## src/rtl/mem_stream_pkg.sv

```systemverilog
// Shared types for the stream memory responder: read FSM states, default width,
// and the byte-strobe masking helper.
package mem_stream_pkg;

  localparam int DEFAULT_DATA_WIDTH = 32;
  localparam int MAX_DATA_WIDTH     = 256;
  localparam int MAX_STRB_WIDTH     = MAX_DATA_WIDTH / 8;

  typedef enum logic [1:0] {
    R_IDLE  = 2'd0,
    R_FETCH = 2'd1,
    R_SEND  = 2'd2
  } rd_state_e;

  // Callers zero-extend into the max width and truncate the result back.
  function automatic logic [MAX_DATA_WIDTH-1:0] strb_mask(
    input logic [MAX_DATA_WIDTH-1:0] data,
    input logic [MAX_STRB_WIDTH-1:0] strb
  );
    logic [MAX_DATA_WIDTH-1:0] res;
    res = '0;
    for (int i = 0; i < MAX_STRB_WIDTH; i++) begin
      if (strb[i]) res[8*i +: 8] = data[8*i +: 8];
    end
    return res;
  endfunction

endpackage

```

## src/rtl/stream_ram.sv

```systemverilog
// Simple dual-port RAM: one write port, one read port, 1-cycle registered read.
// Read data holds while i_re is low; contents are never reset.
module stream_ram
  import mem_stream_pkg::*;
#(
  parameter int DATA_WIDTH = DEFAULT_DATA_WIDTH,
  parameter int DEPTH      = 16,
  parameter int ADDR_WIDTH = $clog2(DEPTH)
) (
  input  logic                  i_clk,
  input  logic                  i_we,
  input  logic [ADDR_WIDTH-1:0] i_waddr,
  input  logic [DATA_WIDTH-1:0] i_wdata,
  input  logic                  i_re,
  input  logic [ADDR_WIDTH-1:0] i_raddr,
  output logic [DATA_WIDTH-1:0] o_rdata
);

  logic [DATA_WIDTH-1:0] r_mem [DEPTH];
  logic [DATA_WIDTH-1:0] r_rdata;

  always_ff @(posedge i_clk) begin
    if (i_we) r_mem[i_waddr] <= i_wdata;
    if (i_re) r_rdata <= r_mem[i_raddr];
  end

  assign o_rdata = r_rdata;

endmodule

```

## src/rtl/stream_mem_responder.sv

```systemverilog
// Circular word buffer filled from a strobed AXI-Stream slave and drained as one packet on rd_req.
// First read beat 2 cycles after rd_req, then 1 beat/cycle; output held while m01_axis_tready is low.
module stream_mem_responder
  import mem_stream_pkg::*;
#(
  parameter int  DATA_WIDTH = DEFAULT_DATA_WIDTH,
  parameter int  DEPTH      = 16,
  localparam int ADDR_WIDTH = $clog2(DEPTH),
  localparam int STRB_WIDTH = DATA_WIDTH / 8,
  localparam int CNT_WIDTH  = ADDR_WIDTH + 1
) (
  input  logic                  axis_aclk,
  input  logic                  axis_areset,
  input  logic [DATA_WIDTH-1:0] s01_axis_tdata,
  input  logic [STRB_WIDTH-1:0] s01_axis_tstrb,
  input  logic                  s01_axis_tvalid,
  input  logic                  s01_axis_tlast,
  output logic                  s01_axis_tready,
  input  logic                  rd_req,
  input  logic                  m01_axis_tready,
  output logic [DATA_WIDTH-1:0] m01_axis_tdata,
  output logic [STRB_WIDTH-1:0] m01_axis_tstrb,
  output logic                  m01_axis_tvalid,
  output logic                  m01_axis_tlast,
  output logic [CNT_WIDTH-1:0]  count,
  output logic                  full,
  output logic                  empty,
  output logic                  rd_busy,
  output logic                  rd_empty_err,
  output logic [7:0]            wr_pkts
);

  localparam logic [CNT_WIDTH-1:0] DEPTH_CNT = CNT_WIDTH'(DEPTH);

  rd_state_e              r_state, w_next_state;
  logic [ADDR_WIDTH-1:0]  r_wr_ptr, r_rd_ptr;
  logic [CNT_WIDTH-1:0]   r_count, w_count_next;
  logic [CNT_WIDTH-1:0]   r_beats;
  logic                   r_s_tready;
  logic                   r_err;
  logic [7:0]             r_wr_pkts;
  logic                   w_wr_acc, w_beat_done, w_start;
  logic                   w_ram_re;
  logic [ADDR_WIDTH-1:0]  w_ram_raddr;
  logic [DATA_WIDTH-1:0]  w_wr_dat, w_ram_rdata;

  assign w_wr_acc    = s01_axis_tvalid && r_s_tready;
  assign w_beat_done = (r_state == R_SEND) && m01_axis_tready;
  assign w_start     = (r_state == R_IDLE) && rd_req && (r_count != '0);
  assign w_wr_dat    = DATA_WIDTH'(strb_mask(MAX_DATA_WIDTH'(s01_axis_tdata),
                                             MAX_STRB_WIDTH'(s01_axis_tstrb)));

  always_comb begin
    w_count_next = r_count;
    if (w_wr_acc && !w_beat_done)      w_count_next = r_count + CNT_WIDTH'(1);
    else if (!w_wr_acc && w_beat_done) w_count_next = r_count - CNT_WIDTH'(1);
  end

  always_ff @(posedge axis_aclk) begin
    if (axis_areset) r_state <= R_IDLE;
    else             r_state <= w_next_state;
  end

  // RAM output register doubles as the output data stage: it only advances on a completed beat.
  always_comb begin
    w_next_state = r_state;
    w_ram_re     = 1'b0;
    w_ram_raddr  = r_rd_ptr;
    case (r_state)
      R_IDLE: if (w_start) w_next_state = R_FETCH;
      R_FETCH: begin
        w_ram_re     = 1'b1;
        w_next_state = R_SEND;
      end
      R_SEND: begin
        if (w_beat_done) begin
          if (r_beats == CNT_WIDTH'(1)) begin
            w_next_state = R_IDLE;
          end else begin
            w_ram_re    = 1'b1;
            w_ram_raddr = r_rd_ptr + ADDR_WIDTH'(1);
          end
        end
      end
      default: w_next_state = R_IDLE;
    endcase
  end

  always_ff @(posedge axis_aclk) begin
    if (axis_areset) begin
      r_wr_ptr   <= '0;
      r_rd_ptr   <= '0;
      r_count    <= '0;
      r_beats    <= '0;
      r_s_tready <= 1'b0;
      r_err      <= 1'b0;
      r_wr_pkts  <= '0;
    end else begin
      r_s_tready <= (w_count_next != DEPTH_CNT);
      r_count    <= w_count_next;
      r_err      <= (r_state == R_IDLE) && rd_req && (r_count == '0);
      if (w_wr_acc) r_wr_ptr <= r_wr_ptr + ADDR_WIDTH'(1);
      if (w_beat_done) r_rd_ptr <= r_rd_ptr + ADDR_WIDTH'(1);
      if (w_wr_acc && s01_axis_tlast) r_wr_pkts <= r_wr_pkts + 8'd1;
      if (w_start)          r_beats <= r_count;
      else if (w_beat_done) r_beats <= r_beats - CNT_WIDTH'(1);
    end
  end

  stream_ram #(
    .DATA_WIDTH (DATA_WIDTH),
    .DEPTH      (DEPTH),
    .ADDR_WIDTH (ADDR_WIDTH)
  ) u_ram (
    .i_clk   (axis_aclk),
    .i_we    (w_wr_acc),
    .i_waddr (r_wr_ptr),
    .i_wdata (w_wr_dat),
    .i_re    (w_ram_re),
    .i_raddr (w_ram_raddr),
    .o_rdata (w_ram_rdata)
  );

  assign s01_axis_tready = r_s_tready;
  assign m01_axis_tvalid = (r_state == R_SEND);
  assign m01_axis_tdata  = m01_axis_tvalid ? w_ram_rdata : '0;
  assign m01_axis_tstrb  = m01_axis_tvalid ? '1 : '0;
  assign m01_axis_tlast  = m01_axis_tvalid && (r_beats == CNT_WIDTH'(1));
  assign count           = r_count;
  assign full            = (r_count == DEPTH_CNT);
  assign empty           = (r_count == '0);
  assign rd_busy         = (r_state != R_IDLE);
  assign rd_empty_err    = r_err;
  assign wr_pkts         = r_wr_pkts;

endmodule

```

## config.mk

```make
export PLATFORM = sky130hd
export DESIGN_NAME = stream_mem_responder
export DESIGN_NICKNAME = d
export VERILOG_FILES = /design/src/rtl/mem_stream_pkg.sv /design/src/rtl/stream_ram.sv /design/src/rtl/stream_mem_responder.sv
export SDC_FILE = /design/constraint.sdc
export NUM_CORES = 1
export LEC_CHECK = 0
export CORE_UTILIZATION = 43
export CTS_CLUSTER_DIAMETER = 120
export DETAILED_ROUTE_END_ITERATION = 8
export PLACE_DENSITY = 0.72
export SLEW_MARGIN = 0
export SYNTH_ARGS = -nofsm -noshare
export SYNTH_HDL_FRONTEND = slang
export SYNTH_HIERARCHICAL = 1
export SYNTH_SLANG_ARGS = --single-unit
```

## constraint.sdc

```tcl
create_clock -name axis_aclk -period 4.6 [get_ports axis_aclk]
set_input_delay 0.92 -clock axis_aclk [delete_from_list [all_inputs] [get_ports axis_aclk]]
set_output_delay 0.92 -clock axis_aclk [all_outputs]
set_load 0.05 [all_outputs]
```

Word level (Yosys, flattened, before mapping)
Memory sizes are Yosys's and may differ from the RTL's. A register that Yosys moved wholly into a read port is not among the register bits.
Cells that the tools add are included.
- add/subtract/negate cells: 6
- equal/unequal tests: 8
- mux-type cells: 22
- reduce and logical (&&, ||, !) cells: 17
- operators with widths (kind ; number):
    32-bit 2-to-1 mux ; 1
    8-bit 2-to-1 mux ; 4
    5-bit 2-to-1 mux ; 4
    4-bit 2-to-1 mux ; 4
    5-bit by 1-bit subtractor with 5-bit output, second input constant ; 2
    1-bit logical AND ; 9
    4-bit by 1-bit adder with 4-bit output, second input constant ; 2
    8-bit by 1-bit adder with 8-bit output, second input constant ; 1
    2-bit 2-to-1 mux ; 3
    2-bit one-hot mux with 3 select lines ; 1
    5-bit by 1-bit adder with 5-bit output, second input constant ; 1
    5-bit by 1-bit == test with 1-bit output, second input constant ; 1
    5-bit == test, second input constant ; 1
    5-bit zero test ; 1
    5-bit != test, second input constant ; 1
    5-bit nonzero test ; 1
    1-bit 2-to-1 mux ; 4
    2-bit by 1-bit != test with 1-bit output, second input constant ; 2
    2-bit nonzero test ; 2
    3-bit AND reduction ; 1
    2-bit by 1-bit == test with 1-bit output, second input constant ; 1
    2-bit == test, second input constant ; 1
    1-bit zero test ; 2
    2-bit zero test ; 1
    other kinds (2) ; 2
- register bits: 30
- bits in writable memories: 512
- input bits: 42
- output and inout bits: 56
- word-level logic and storage cells: 62
- memories: 1
- memories (memory ; words ; width ; read ports ; clocked after memory_dff ; write ports ; RTL line ; RTL):
    u_ram.r_mem ; 16 ; 32 ; 1 ; 1 ; 1 ; stream_ram.sv:19 ; logic [DATA_WIDTH-1:0] r_mem [DEPTH];

Longest topological paths before layout
- word-level depth: 6
- depth in mapped cells: 12
- gate-level depth less buffers: 9

By module
The synthesis kept the hierarchy.
- by module, submodules not included (module ; instances ; cells an instance ; area each (sq um) ; seq. area each (sq um)):
    stream_ram ; 1 ; 838 ; 20174.3 ; 16335.7
    stream_mem_responder ; 1 ; 256 ; 2038.2 ; 600.6

Worst setup path after synthesis
OpenSTA, ideal clock, no wires.
- path kind: in2reg
- from: input s01_axis_tvalid
- to: memory u_ram/r_mem[0][0] (netlist name) (enable)
- library setup time: 0.461 ns
- data arrival time: 3.934 ns
- required time: 4.139 ns
- path slack: 0.205 ns
- stages: 4
- path buffers: 0
- path through: nand2_1 > inv_2 > or3b_2 > nor3_1
- cells in the longest elaborated chain, start to end: 3
- RTL lines (what ; RTL line ; RTL):
    from (decl) ; stream_mem_responder.sv:16 ; input logic s01_axis_tvalid,
    1-bit logical AND ; stream_mem_responder.sv:47 ; assign w_wr_acc = s01_axis_tvalid && r_s_tready;
    via w_wr_acc ; stream_mem_responder.sv:42 ; logic w_wr_acc, w_beat_done, w_start;
    1-bit 2-to-1 mux ; stream_ram.sv:23 ; if (i_we) r_mem[i_waddr] <= i_wdata;
    1-bit 2-to-1 mux (implied by the code) ; stream_ram.sv:23 ;
    to (decl) ; stream_ram.sv:19 ;
The timed path passes the listed nets, and every way through them passes these cells.

Worst setup path after layout
- from: register r_state[0]
- to: output m01_axis_tdata[15]
- cells in the longest elaborated chain, start to end: 2
- RTL lines (what ; RTL line ; RTL):
    from (decl) ; stream_mem_responder.sv:35 ; rd_state_e r_state, w_next_state;
    from (signal assigned) ; stream_mem_responder.sv:61 ; else r_state <= w_next_state;
    2-bit == test ; stream_mem_responder.sv:125 ; assign m01_axis_tvalid = (r_state == R_SEND);
    32-bit 2-to-1 mux ; stream_mem_responder.sv:126 ; assign m01_axis_tdata = m01_axis_tvalid ? w_ram_rdata : '0;
    to (decl) ; stream_mem_responder.sv:21 ; output logic [DATA_WIDTH-1:0] m01_axis_tdata,
No other way between the ends.

==> flow_summary.json <==
{
  "netlist-cell-type-count": 44,
  "cts-htree-levels": 2,
  "synth_area_per_cell_um2": 20.3,
  "grt_pass1_wl_mm": 71.4,
  "p_per_area_nw_per_um2": 452,
  "final_common_cell": "edfxtp_1",
  "cts.clk_slew.worst_paths_ps": 70,
  "synth_nets": 1147,
  "leakage_nw": 8.11,
  "rsz0062_at_grt": "no",
  "relSlewSlack_pct": 25.0,
  "clockBufferDepth": 3,
  "fin_crit_ps": 3810,
  "grt_pass1_vias": 11200,
  "antenna_found_initial": 1,
  "syn-cell-area_um2": 22200,
  "crit_arrival_ps": 2890,
  "routed_wl_mm": 48.5,
  "status": "finished, final reports clean",
  "dr_total_vias": 11000,
  "insertion_delay_ps": 600,
  "crit_buf_inv": 3,
  "cts-root-buf": "clkbuf_16",
  "fmax_mhz": 263,
  "antenna_left": 0,
  "area_growth_pct": 17.0,
  "start_util_pct": 43.9,
  "seq_area_frac_synth_pct": 76.2,
  "whs_ps": 525,
  "peakVddDrop_v": 0.000267,
  "crit_family": "buffers and inverters",
  "finClkSkew_ps": 16.1,
  "hold_viol_final": 0,
  "synthFlopType": "edfxtp_1",
  "place_congestion": 0.747,
  "slowest_delay_ps": 830,
  "vias_per_cell": 5.67,
  "synth-edff-count": 544,
  "fp.dieW_um": 229,
  "first_pass_iters": 5,
  "maxSlewViolCount": 0,
  "grt_max_degree": 49,
  "port_buffers": 97,
  "async_flop_share_pct": 0,
  "num_rows": 82,
  "die_area_um2": 52600,
  "layout_common_cells": "edfxtp_1, mux4_2, clkdlybuf4s50_1",
  "ys_ff_latch": 574,
  "die_y_um": 229,
  "p_total_mw": 11.7,
  "fin_tns_setup_ps": 0,
  "tightest_slew_ps": 1120,
  "hold_path_class": "reg2reg",
  "design.core.area_um2": 50600,
  "drive_gt1_share_pct": 20.9,
  "grt_remaining_overflow": 0,
  "ctsHoldBuffers": 0,
  "crit_type": "reg2out",
  "slowest_stage": "clkdlybuf4s50_1",
  "place_hpwl_mm": 25.0,
  "drc": 0,
  "cap_violations": 0,
  "drtIter0Drc": 1146,
  "cp-start-kind": "flip-flop",
  "cts_setup_buffers": 0,
  "setup_viol": 0,
  "yosysWarnings": 6,
  "fin_nets": 1280,
  "critPathCaptureType": "output pin",
  "netlist_instances": 1094,
  "cts_inserted_buffers": 55,
  "io_pins": 98,
  "antennaDiodeCount": 0,
  "path_max_fanout": 31,
  "grt_use_total_pct": 18.5,
  "cp.required_ps": 3680,
  "clock_sinks": 574,
  "cp_cell_sequence": "inv_1 > ha_2 > buf_4 > and2_1 > clkdlybuf4s50_1",
  "cts-resized-gates": 0,
  "fin_crit_sh_pct": 82.7,
  "wl_per_cell_um": 25.0,
  "cts_tree": "done"
}
[flip-flops by register name (all words and copies together) (netlist names)]
register / flops
u_ram/r_mem: 512
u_ram/o_rdata: 32
wr_pkts: 8
count: 5
r_beats: 5
r_rd_ptr: 4
r_wr_ptr: 4
r_state: 2
rd_empty_err: 1
s01_axis_tready: 1
[synth_stat cells, types with 2 or more instances]
cell	instances	area share, %
buf_1	9	0.15
dfxtp_1	30	2.7
nor3_1	9	0.20
a32oi_1	2	0.079
edfxtp_1	544	74
buf_6	4	0.20
nor2_1	43	0.73
a21oi_1	7	0.16
inv_1	9	0.15
nand3b_1	2	0.068
buf_4	15	0.51
and2_1	67	1.9
nor4_1	2	0.056
ha_1	11	0.62
o21ai_0	4	0.090
nand4_1	8	0.23
and3_1	4	0.11
clkbuf_1	22	0.37
xnor2_1	9	0.35
nor2b_1	2	0.056
nand2b_1	2	0.056
mux4_2	128	13
a211oi_2	3	0.17
xor2_1	13	0.51
a22oi_1	65	2.2
nand2_1	50	0.84
mux2i_1	3	0.14
buf_2	5	0.11
nand3_1	7	0.16
[where the power goes]
group | internal [mW] | total, mW | leakage, nW | switching [mW]
sequential | 5.84 | 5.91 | 5.22 | 0.0704
clock | 2.57 | 4.43 | 0.846 | 1.86
combinational | 0.602 | 1.39 | 2.04 | 0.789
[worst paths after layout]
check                                from                     endpoint  slack, ps  cells past startpoint
setup reg to reg  r_beats[0]$_SDFFE_PP0P_  u_ram/o_rdata[15]$_DFFE_PP_       1170                      9
hold reg to reg   r_beats[4]$_SDFFE_PP0P_      r_beats[4]$_SDFFE_PP0P_        530                      2
setup / recovery  r_state[0]$_SDFFE_PP0P_           m01_axis_tdata[15]        790                      5
hold / removal    r_beats[4]$_SDFFE_PP0P_      r_beats[4]$_SDFFE_PP0P_        530                      2
[cell families after synthesis]
| family | after synthesis | share of synthesized area, % |
|---|---|---|
| AO/OA/AOI/OAI | 87 | 2.91 |
| XOR/XNOR | 22 | 0.867 |
| adder cells (fa/ha/maj) | 11 | 0.620 |
| buffers and inverters | 66 | 1.55 |
| flip-flops | 574 | 76.2 |
| multiplexers | 132 | 13.2 |
| AND/OR/NAND/NOR | 202 | 4.65 |
[per-stage QoR]
step	util (%)	setup slack (ps)	instances	area, um2
floorplan	-	205	1094	22200
global placement	47.9	723	1842	24300
detailed placement	47.9	670	1842	24300
CTS	51.4	662	1938	26000
global route	51.4	612	1938	26000
finish	51.4	795	1938	26000
[cell type report]
type | instances | area, um2
fillers | 3945 | 24600
flip-flops and latches | 574 | 16900
multi-input cells | 454 | 5090
clock buffers | 66 | 1420
repair buffers | 132 | 1350
well taps | 672 | 841
clock inverters | 30 | 322
inverters | 10 | 37.5
[metal layers]
layer / up-vias / GRT usage [%] / share of wire, %
li1: 4698 / - / -
met1: 5815 / 24.3 / 41
met2: 405 / 32.0 / 51
met3: 69 / 2.71 / 5.6
met4: 0 / 5.21 / 2.1
met5: - / 0 / 0
[worst register-to-register path: cells and delay by family (launching register included)]
kind            cells  cell delay, ps
buf+inv             2             660
mux                 2            1010
simple gates        3             700
fa+ha+maj           1             170
compound gates      1             220
flops               1             400
(Power assumes the default switching activity.)
